**src/rtl/div_seq_pkg.sv**
```systemverilog
// Shared types and constants for the sequential DIV/DIVU unit.
// State encoding, handshake levels and the EX-stage divide opcodes live here.
package div_seq_pkg;

    typedef enum logic [1:0] {
        StIdle = 2'b00,
        StZero = 2'b01,
        StOn   = 2'b10,
        StEnd  = 2'b11
    } div_state_e;

    localparam logic DivStart          = 1'b1;
    localparam logic DivStop           = 1'b0;
    localparam logic DivResultReady    = 1'b1;
    localparam logic DivResultNotReady = 1'b0;

    localparam logic [7:0] ExeDivOp  = 8'b0001_1010;
    localparam logic [7:0] ExeDivuOp = 8'b0001_1011;

    // One extra bit so the counter can represent WIDTH itself.
    function automatic int unsigned cnt_width(input int unsigned w);
        return $clog2(w) + 1;
    endfunction

endpackage

```
**src/rtl/div_abs.sv**
```systemverilog
// Conditional two's-complement negate, used for operand magnitudes
// and for the sign fix-up of quotient and remainder.
module div_abs #(
    parameter int unsigned WIDTH = 32
) (
    input  logic [WIDTH-1:0] a_i,
    input  logic             neg_i,
    output logic [WIDTH-1:0] y_o
);

    assign y_o = neg_i ? (~a_i + 1'b1) : a_i;

endmodule

```
**src/rtl/div_seq.sv**
```systemverilog
// Restoring radix-2 divider for DIV/DIVU: one quotient bit per cycle,
// stalls the pipeline while busy and pulses ready_o with {rem, quot}.
module div_seq
    import div_seq_pkg::*;
#(
    parameter int unsigned WIDTH = 32
) (
    input  logic               clk,
    input  logic               rst,
    input  logic               start_i,
    input  logic               signed_div_i,
    input  logic [WIDTH-1:0]   opdata1_i,
    input  logic [WIDTH-1:0]   opdata2_i,
    input  logic               annul_i,
    output logic [2*WIDTH-1:0] result_o,
    output logic               ready_o,
    output logic               stall_o
);

    localparam int unsigned CntW = cnt_width(WIDTH);

    div_state_e state_q, state_d;

    logic [CntW-1:0]    cnt_q, cnt_d;
    logic [WIDTH-1:0]   rem_q, rem_d;
    // Holds the dividend magnitude on entry; quotient bits shift in from the LSB.
    logic [WIDTH-1:0]   quot_q, quot_d;
    logic [WIDTH-1:0]   divisor_q, divisor_d;
    logic               signed_q, signed_d;
    logic               sign1_q, sign1_d;
    logic               sign2_q, sign2_d;
    logic               ready_q, ready_d;
    logic [2*WIDTH-1:0] result_q, result_d;

    logic [WIDTH-1:0]   op1_abs, op2_abs;
    logic [WIDTH-1:0]   iter_rem, iter_quot;
    logic [WIDTH-1:0]   rem_fix, quot_fix;
    logic [WIDTH:0]     trial;
    logic               borrow;
    logic               go;

    div_abs #(.WIDTH(WIDTH)) u_abs_op1 (
        .a_i   (opdata1_i),
        .neg_i (signed_div_i & opdata1_i[WIDTH-1]),
        .y_o   (op1_abs)
    );

    div_abs #(.WIDTH(WIDTH)) u_abs_op2 (
        .a_i   (opdata2_i),
        .neg_i (signed_div_i & opdata2_i[WIDTH-1]),
        .y_o   (op2_abs)
    );

    div_abs #(.WIDTH(WIDTH)) u_abs_quot (
        .a_i   (iter_quot),
        .neg_i (signed_q & (sign1_q ^ sign2_q)),
        .y_o   (quot_fix)
    );

    div_abs #(.WIDTH(WIDTH)) u_abs_rem (
        .a_i   (iter_rem),
        .neg_i (signed_q & sign1_q),
        .y_o   (rem_fix)
    );

    // The shifted partial remainder can need WIDTH+1 bits; a non-negative
    // difference always fits in WIDTH bits, so the MSB is a clean borrow.
    always_comb begin
        trial     = {rem_q, quot_q[WIDTH-1]} - {1'b0, divisor_q};
        borrow    = trial[WIDTH];
        iter_rem  = borrow ? {rem_q[WIDTH-2:0], quot_q[WIDTH-1]} : trial[WIDTH-1:0];
        iter_quot = {quot_q[WIDTH-2:0], ~borrow};
    end

    assign go = (start_i == DivStart) && !annul_i;

    always_comb begin
        state_d   = state_q;
        cnt_d     = cnt_q;
        rem_d     = rem_q;
        quot_d    = quot_q;
        divisor_d = divisor_q;
        signed_d  = signed_q;
        sign1_d   = sign1_q;
        sign2_d   = sign2_q;
        ready_d   = DivResultNotReady;
        result_d  = '0;
        stall_o   = 1'b0;

        unique case (state_q)
            StIdle: begin
                if (go) begin
                    stall_o = 1'b1;
                    if (opdata2_i == '0) begin
                        state_d = StZero;
                    end else begin
                        state_d   = StOn;
                        quot_d    = op1_abs;
                        divisor_d = op2_abs;
                        signed_d  = signed_div_i;
                        sign1_d   = opdata1_i[WIDTH-1];
                        sign2_d   = opdata2_i[WIDTH-1];
                        cnt_d     = '0;
                        rem_d     = '0;
                    end
                end
            end
            StZero: begin
                if (annul_i) begin
                    state_d = StIdle;
                end else begin
                    stall_o = 1'b1;
                    state_d = StEnd;
                    ready_d = DivResultReady;
                end
            end
            StOn: begin
                if (annul_i) begin
                    state_d = StIdle;
                end else begin
                    stall_o = 1'b1;
                    rem_d   = iter_rem;
                    quot_d  = iter_quot;
                    cnt_d   = cnt_q + 1'b1;
                    if (cnt_q == CntW'(WIDTH - 1)) begin
                        state_d  = StEnd;
                        ready_d  = DivResultReady;
                        result_d = {rem_fix, quot_fix};
                    end
                end
            end
            StEnd: begin
                // Result is consumed this cycle; annul here is the consumer's problem.
                state_d = StIdle;
            end
            default: state_d = StIdle;
        endcase
    end

    always_ff @(posedge clk) begin
        if (rst) begin
            state_q   <= StIdle;
            cnt_q     <= '0;
            rem_q     <= '0;
            quot_q    <= '0;
            divisor_q <= '0;
            signed_q  <= 1'b0;
            sign1_q   <= 1'b0;
            sign2_q   <= 1'b0;
            ready_q   <= DivResultNotReady;
            result_q  <= '0;
        end else begin
            state_q   <= state_d;
            cnt_q     <= cnt_d;
            rem_q     <= rem_d;
            quot_q    <= quot_d;
            divisor_q <= divisor_d;
            signed_q  <= signed_d;
            sign1_q   <= sign1_d;
            sign2_q   <= sign2_d;
            ready_q   <= ready_d;
            result_q  <= result_d;
        end
    end

    assign ready_o  = ready_q;
    assign result_o = result_q;

endmodule

```
**config.mk**
```make
export PLATFORM = sky130hd
export DESIGN_NAME = div_seq
export DESIGN_NICKNAME = d
export VERILOG_FILES = /design/src/rtl/div_seq_pkg.sv /design/src/rtl/div_abs.sv /design/src/rtl/div_seq.sv
export SDC_FILE = /design/constraint.sdc
export NUM_CORES = 1
export LEC_CHECK = 0
export CORE_ASPECT_RATIO = 0.9
export CORE_MARGIN = 4
export CORE_UTILIZATION = 52
export CTS_CLUSTER_SIZE = 14
export DETAILED_ROUTE_END_ITERATION = 10
export GPL_ROUTABILITY_DRIVEN = 0
export MAX_ROUTING_LAYER = met4
export PLACE_DENSITY_LB_ADDON = 0.1
export SETUP_SLACK_MARGIN = 0.3
export SLEW_MARGIN = 20
export SYNTH_ARGS = -nofsm -noshare
export SYNTH_HDL_FRONTEND = slang
export SYNTH_SLANG_ARGS = --single-unit
```
**constraint.sdc**
```tcl
create_clock -name clk -period 4.2 [get_ports clk]
set_input_delay 0.84 -clock clk [delete_from_list [all_inputs] [get_ports clk]]
set_output_delay 0.84 -clock clk [all_outputs]
set_load 0.05 [all_outputs]
```
==> flow_summary_export.csv, run 1 <==
group,metric,value,unit
synth,synth.distinct_cells,88,
finish,drive_gt1_share,13.1,%
finish,syn2layout_area_growth,27.0,%
die,die_w,163,um
sta,slew_violations,0,
sta,rsz0062_at_grt,"yes",
clock_tree,hold_buffers,0,
finish,seq_area,0.00345,mm2
finish,final_nets,1746,
clock_tree,h-tree-depth,4,
synth,ys_async_sr_fraction,0,%
global_routing,grt_max_degree,104,
clock_tree,cts_tree,"built",
place,port_buffers,134,
drt,viasPerCell,5.73,
synth,seq_area_frac_synth,30.7,%
setup_path,cp-startpoint,"rem_q[25]",
setup_path,reg2reg_depth,17,
finish,diodes,0,
global_routing,antenna_found_initial,0,
sta,hold_viol,0,
sta,fin_crit_sh,91.1,%
drt,final_antenna_net_count,0,
global_routing,grt_pass1_vias,9949,
pwr,powerDensity,562,mW/mm2
clock_tree,root_buffer,"clkbuf_16",
drt,routed_wl,32500,um
global_routing,grt_util_met2,38.8,%
global_routing,grt_use_total,26.3,%
setup_path,rr_startpoint,"rem_q[25]",
global_routing,met3_usage,5.19,%
synth,synthesis.nets,1604,
clock_tree,cts_buffer_depth,2,
die,die_height,147,um
setup_path,path_cells,"ha_1 -> nand4_1 -> nor2_1 -> nand2_1 -> a211o_1 -> and3_4 -> nor2_4 -> clkinv_4 -> buf_6 -> buf_6 -> buf_6 -> mux2i_4 -> nor3_4 -> o2111a_1 -> a31oi_1 -> xnor2_1 -> nor2_1",
synth,syn-instance-count,1492,
sta,fin_crit,3820,ps
sta,fin_worst_skew,12.9,ps
synth,avgSynthCellArea,7.51,um2
drt,post-route-drc-count,0,
synth,netlist_area,0.0112,mm2
setup_path,reg2reg_to,"result_o[62]",
setup_path,worstSetupPathType,"reg -> reg",
setup_path,cp-end-kind,"flop",
sta,setup_viol,0,
synth,ys.flop_type,"dfxtp_1",
global_routing,grt_pass1_wl,50400,um
setup_path,crit_top_cell,"buf_6",
setup_path,cpMaxStageDelayCell,"ha_1",
die,coreArea,0.0210,mm2
setup_path,required,4500,ps
setup_path,critPathCapture,"result_o[62]",
die,io_pins,135,
sta,timing.hold.ws,463,ps
sta,max_freq,0.261,GHz
clock_tree,path_clk_slew,70,ps
setup_path,start_kind,"flop",
drt,vias,11100,
global_routing,grt.busiest_layer,"met2",
die,initial_core_util,53.3,%
clock_tree,clock-sinks,172,
drt,drtIter0Drc,1006,
finish,multi_input_area,0.00758,mm2
worst_hold_path,hp-class,"reg -> reg",
drt,avgRoutedWirePerCell,16.8,um
sta,final.setup.tns,0,ps
setup_path,critPathArrivalTime,4120,ps
setup_path,cp_top_family,"simple AND/OR/NAND/NOR gates",
pwr,irDropWorstVdd,0.372,mV
global_routing,grt-ovfl-total,0,
setup_path,critPathMaxFanout,8,
flow_run,cap_violations,0,
die,rows,50,
clock_tree,clock_latency,430,ps
global_routing,gr-usage-met1,37.2,%
outcome,status,"finished, final reports clean",
sta,worst_pin_slew,1110,ps
setup_path,worstSetupPathDepth,17,
synth,synth-seq-cells,172,
synth,synth_edf_count,0,
setup_path,max_stage_delay,470,ps
pwr,p_leak,5.18,nW
clock_tree,numCtsBuffers,17,
sta,relSlewSlack,25.6,%
die,die_area,0.0240,mm2
synth,ys_warn_count,0,
setup_path,path_buf_inv,4,
drt,drtPass1Iterations,7,
place,hpwl,23000,um
finish,fillCellCount,1806,
setup_path,r2r_setup_slack,380,ps
==> cell usage in the layout, fill, tap and decap left out, types with 12 or more instances in the layout <==
master | synthesis | routed
xor2_1 | 73 | 73
o21ai_0 | 85 | 80
clkdlybuf4s50_1 | 0 | 132
ha_1 | 42 | 20
clkbuf_16 | 0 | 18
mux2i_1 | 21 | 18
nor2_1 | 226 | 226
a211oi_1 | 33 | 33
buf_4 | 1 | 59
a22oi_1 | 13 | 13
nand4_1 | 13 | 13
nor4_1 | 17 | 17
xnor2_1 | 65 | 65
nand2_1 | 190 | 189
ha_2 | 0 | 12
inv_1 | 53 | 49
dfxtp_1 | 172 | 167
and2_1 | 13 | 13
a21oi_1 | 148 | 137
nand3_1 | 20 | 20
nor3_1 | 31 | 29
o31ai_1 | 14 | 13
or3_1 | 18 | 17
a21oi_2 | 4 | 13
==> Yosys cell counts, types with 4 or more instances <==
| cell type | number | area [um2] |
|---|---|---|
| nor2_1 | 226 | 848 |
| or3_1 | 18 | 113 |
| clkbuf_1 | 45 | 169 |
| a21oi_1 | 148 | 741 |
| a41oi_1 | 6 | 52.6 |
| o21ai_0 | 85 | 425 |
| a211oi_1 | 33 | 248 |
| or2_2 | 5 | 31.3 |
| and2_1 | 13 | 81.3 |
| nand3_1 | 20 | 100 |
| o41ai_1 | 10 | 87.6 |
| nand2b_1 | 6 | 37.5 |
| nor2b_1 | 8 | 50.1 |
| mux2i_1 | 21 | 210 |
| and3_1 | 6 | 37.5 |
| nor3_1 | 31 | 155 |
| buf_6 | 7 | 78.8 |
| nor4_1 | 17 | 106 |
| xnor2_1 | 65 | 569 |
| ha_1 | 42 | 526 |
| or4_1 | 7 | 52.6 |
| a31oi_1 | 9 | 56.3 |
| buf_2 | 28 | 140 |
| o31ai_1 | 14 | 105 |
| nor3b_1 | 6 | 45.0 |
| o21ai_1 | 5 | 25.0 |
| a221oi_1 | 4 | 35.0 |
| a21o_1 | 7 | 52.6 |
| o211ai_1 | 6 | 45.0 |
| inv_1 | 53 | 199 |
| nand4_1 | 13 | 81.3 |
| nand2_1 | 190 | 713 |
| dfxtp_1 | 172 | 3440 |
| a21oi_2 | 4 | 35.0 |
| o21a_1 | 7 | 52.6 |
| a22oi_1 | 13 | 97.6 |
| xor2_1 | 73 | 639 |
==> timing repair <==
item / CTS / global route
setup buffers: 2 / 22
resized for setup: 5 / 93
pin swaps: 3 / 23
setup endpoints to repair: 15 / 102
cloned: 1 / 1
==> report_power, final <==
| part | switching [W] | internal [W] | leakage, nW |
|---|---|---|---|
| Sequential | 0.000159 | 0.00178 | 1.40 |
| Combinational | 0.00262 | 0.00188 | 3.51 |
| Clock | 0.000765 | 0.000792 | 0.277 |
| Total | 0.00355 | 0.00445 | 5.18 |
==> worst min path at each step <==
stage	from	endpoint	slack [ps]	cells past startpoint
floorplan	divisor_q[18]	divisor_q[18]	430	2
global placement	divisor_q[22]	divisor_q[22]	440	2
detailed placement	divisor_q[31]	divisor_q[31]	450	2
CTS	divisor_q[31]	divisor_q[31]	460	2
global route	divisor_q[18]	divisor_q[18]	480	2
finish	divisor_q[18]	divisor_q[18]	460	2
==> cells by family (layout without fill, tap and decap cells) <==
logic type / after synthesis / after routing / share of synthesized area [%]
multiplexers: 24 / 24 / 2.20
AND/OR/NAND/NOR: 591 / 591 / 24.2
flip-flops: 172 / 172 / 30.7
AO/OA/AOI/OAI: 385 / 385 / 21.6
buffers and inverters: 139 / 294 / 5.62
XOR/XNOR: 138 / 138 / 10.8
adder cells (fa/ha/maj): 43 / 43 / 4.87
==> metal layers <==
layer / vias to the layer above / part of all wire [%]
met3: 44 / 8.6
met1: 5126 / 46
met2: 432 / 44
li1: 5479 / -
met4: 0 / 1.4
met5: - / 0
==> tightest hold or removal path: stages, from the launching register on <==
cell and delay, ps:
dfxtp_1 320, nand2_1 50, a21oi_1 50
==> through the flow <==
step	cell area, um2	util [%]	std cells	total power (W)	setup slack (ps)
floorplan	11300	-	1492	0.00470	326
global placement	13000	61.7	1875	0.00566	157
detailed placement	13000	61.7	1875	0.00571	42.5
CTS	13600	64.7	1910	0.00741	304
global route	14200	67.7	1933	0.00845	227
finish	14200	67.7	1933	0.00799	375
==> cell type report <==
| class | instances | share of cell area (%) |
|---|---|---|
| inverters | 54 | 1.46 |
| repair buffers | 208 | 14.4 |
| well taps | 286 | 2.52 |
| clock buffers | 17 | 2.99 |
| clock inverters | 15 | 1.05 |
| flip-flops and latches | 172 | 24.3 |
| multi-input cells | 1181 | 53.3 |
==> state kept, by name, summed over array words and instances, names as in the netlist <==
name,flops
result_o,64
divisor_q,32
quot_q,32
rem_q,32
cnt_q,6
state_q,2
ready_o,1
sign1_q,1
sign2_q,1
signed_q,1
No activity file was read; power rests on OpenSTA's default activity.
==> inputs of run 2 (changes only) <==
--- a/config.mk
+++ b/config.mk
@@ -6,7 +6,7 @@
 export NUM_CORES = 1
 export LEC_CHECK = 0
 export CORE_ASPECT_RATIO = 0.9
-export CORE_MARGIN = 4
+export CORE_MARGIN = 2
 export CORE_UTILIZATION = 52
 export CTS_CLUSTER_SIZE = 14
 export DETAILED_ROUTE_END_ITERATION = 10
==> run 2 against run 1 <==
Effect of this change: via count down 1.6%; wire length down 2.6%; global-route usage rose by 1.3 points; cell count shrank 0.88%; maximum frequency rose by 1.1%; final area fell by 1.6%; sequential share of layout area increased by 0.39 points; sequential cell count is the same; clock skew shrank 1.2 ps; hold slack lost 8.7 ps; combinational power shrank 4.7%.
==> flow_summary_export.csv, run 2 (synthesis gave the netlist of run 1 again) <==
group,metric,value,unit
pwr,irDropWorstVdd,0.466,mV
clock_tree,cts_buffer_depth,2,
setup_path,worstSetupPathType,"reg -> reg",
drt,viasPerCell,5.69,
sta,fin_crit,3780,ps
finish,drive_gt1_share,11.4,%
sta,setup_viol,0,
place,port_buffers,134,
drt,vias,10900,
finish,diodes,0,
place,hpwl,23000,um
sta,timing.hold.ws,454,ps
pwr,powerDensity,560,mW/mm2
global_routing,grt_use_total,27.5,%
setup_path,start_kind,"flop",
sta,relSlewSlack,33.5,%
pwr,p_leak,5.08,nW
sta,final.setup.tns,0,ps
clock_tree,root_buffer,"clkbuf_16",
drt,final_antenna_net_count,0,
global_routing,grt_pass1_wl,49200,um
global_routing,grt_pass1_vias,9589,
setup_path,max_stage_delay,520,ps
die,die_w,159,um
die,rows,50,
global_routing,grt_max_degree,106,
finish,final_core_util,66.8,%
global_routing,grt-ovfl-total,0,
worst_hold_path,holdPathStages,2,
sta,worst_pin_slew,995,ps
clock_tree,numCtsBuffers,17,
outcome,status,"finished, final reports clean",
finish,layout_common_cells,"nor2_1, nand2_1, dfxtp_1, a21oi_1, clkdlybuf4s50_1",
setup_path,critPathArrivalTime,4110,ps
setup_path,required,4520,ps
global_routing,antenna_found_initial,0,
setup_path,cpMaxStageDelayCell,"or4b_4",
die,io_pins,135,
die,initial_core_util,53.4,%
setup_path,critPathMaxFanout,5,
drt,post-route-drc-count,0,
finish,fillCellCount,1827,
sta,hold_viol,0,
place,place_area,0.0129,mm2
drt,routed_wl,31600,um
drt,drtPass1Iterations,5,
finish,syn2layout_area_growth,24.9,%
sta,fin_worst_skew,11.7,ps
die,coreArea,0.0210,mm2
finish,fin_area,0.0140,mm2
clock_tree,h-tree-depth,4,
drt,avgRoutedWirePerCell,16.5,um
clock_tree,cts_tree,"built",
setup_path,path_cells,"inv_1 -> ha_2 -> nor2b_4 -> buf_4 -> o21a_1 -> or3_4 -> a22oi_4 -> or4b_4 -> nor4b_4 -> mux2i_4 -> a211oi_4 -> and3_4 -> a31oi_1 -> xnor2_1 -> nor2_1",
worst_hold_path,hp-class,"reg -> reg",
finish,final_common_cell,"nor2_1",
clock_tree,clock-sinks,172,
sta,fin_crit_sh,90.1,%
sta,slew_violations,0,
clock_tree,clock_latency,440,ps
finish,largest_reg_flops,64,
drt,drtIter0Drc,935,
sta,rsz0062_at_grt,"yes",
setup_path,reg2reg_depth,15,
sta,max_freq,0.264,GHz
finish,final_nets,1729,
flow_run,cap_violations,0,
die,die_height,143,um
setup_path,cp-end-kind,"flop",
clock_tree,path_clk_slew,70,ps
die,die_area,0.0227,mm2
==> run 2: cell count changes in the layout (fill, tap and decap cells not counted), sizes merged <==
cell           change
buf               -17
bufinv             +1
clkdlybuf4s50      +1
clkinvlp           -1
dlymetal6s2s       -1
==> run 2: report_power, final <==
| part | internal, W | switching (W) |
|---|---|---|
| registers | 0.00178 | 0.000155 |
| logic | 0.00176 | 0.00253 |
| clock network | 0.000853 | 0.000762 |
==> run 2: metrics by stage <==
step	setup WS, ps	std cells	total power, W
2_1_floorplan	326	1492	0.00470
3_3_place_gp	98.2	1868	0.00561
3_5_place_dp	110	1868	0.00567
4_1_cts	307	1904	0.00745
5_1_grt	266	1916	0.00828
6_report	416	1916	0.00784
==> run 2: worst max-delay path, delay by kind of cell, from the launching register on <==
| family | cells | cell delay, ps |
|---|---|---|
| xor gates and xnor gates | 1 | 190 |
| AOI/OAI and AO/OA | 4 | 830 |
| and+or+nand+nor | 6 | 1630 |
| buffers and inverters | 2 | 230 |
| DFF | 1 | 310 |
| muxes | 1 | 150 |
| adders and majority gates | 1 | 330 |
==> run 2: repair_timing <==
item / CTS / global route
pin swaps: 3 / 22
setup buffers: 3 / 11
setup endpoints to repair: 11 / 26
resized for setup: 9 / 55
hold buffers: 0 / 0
gates cloned: 1 / 1
==> run 2: layout make-up <==
| cell class | count | area [um2] | area share [%] |
|---|---|---|---|
| clock inverters | 15 | 179 | 1.28 |
| clock buffers | 17 | 425 | 3.04 |
| repair buffers | 191 | 1920 | 13.7 |
| multi-input cells | 1181 | 7450 | 53.3 |
| inverters | 54 | 208 | 1.48 |
| flip-flops and latches | 172 | 3450 | 24.6 |
| well taps | 286 | 358 | 2.56 |
==> run 2: path summary, 6_finish.rpt <==
path | from | to | slack, ps
max | divisor_q[2] | result_o[63] | 420
min | divisor_q[18] | divisor_q[18] | 450
max reg2reg | divisor_q[2] | result_o[63] | 420
min reg2reg | divisor_q[18] | divisor_q[18] | 450
==> run 2: per-layer routing <==
layer	wire length, um	track usage [%]
met1	14900	38.4
met2	14000	42.4
met3	2300	3.37
met4	488	7.24
met5	0	-
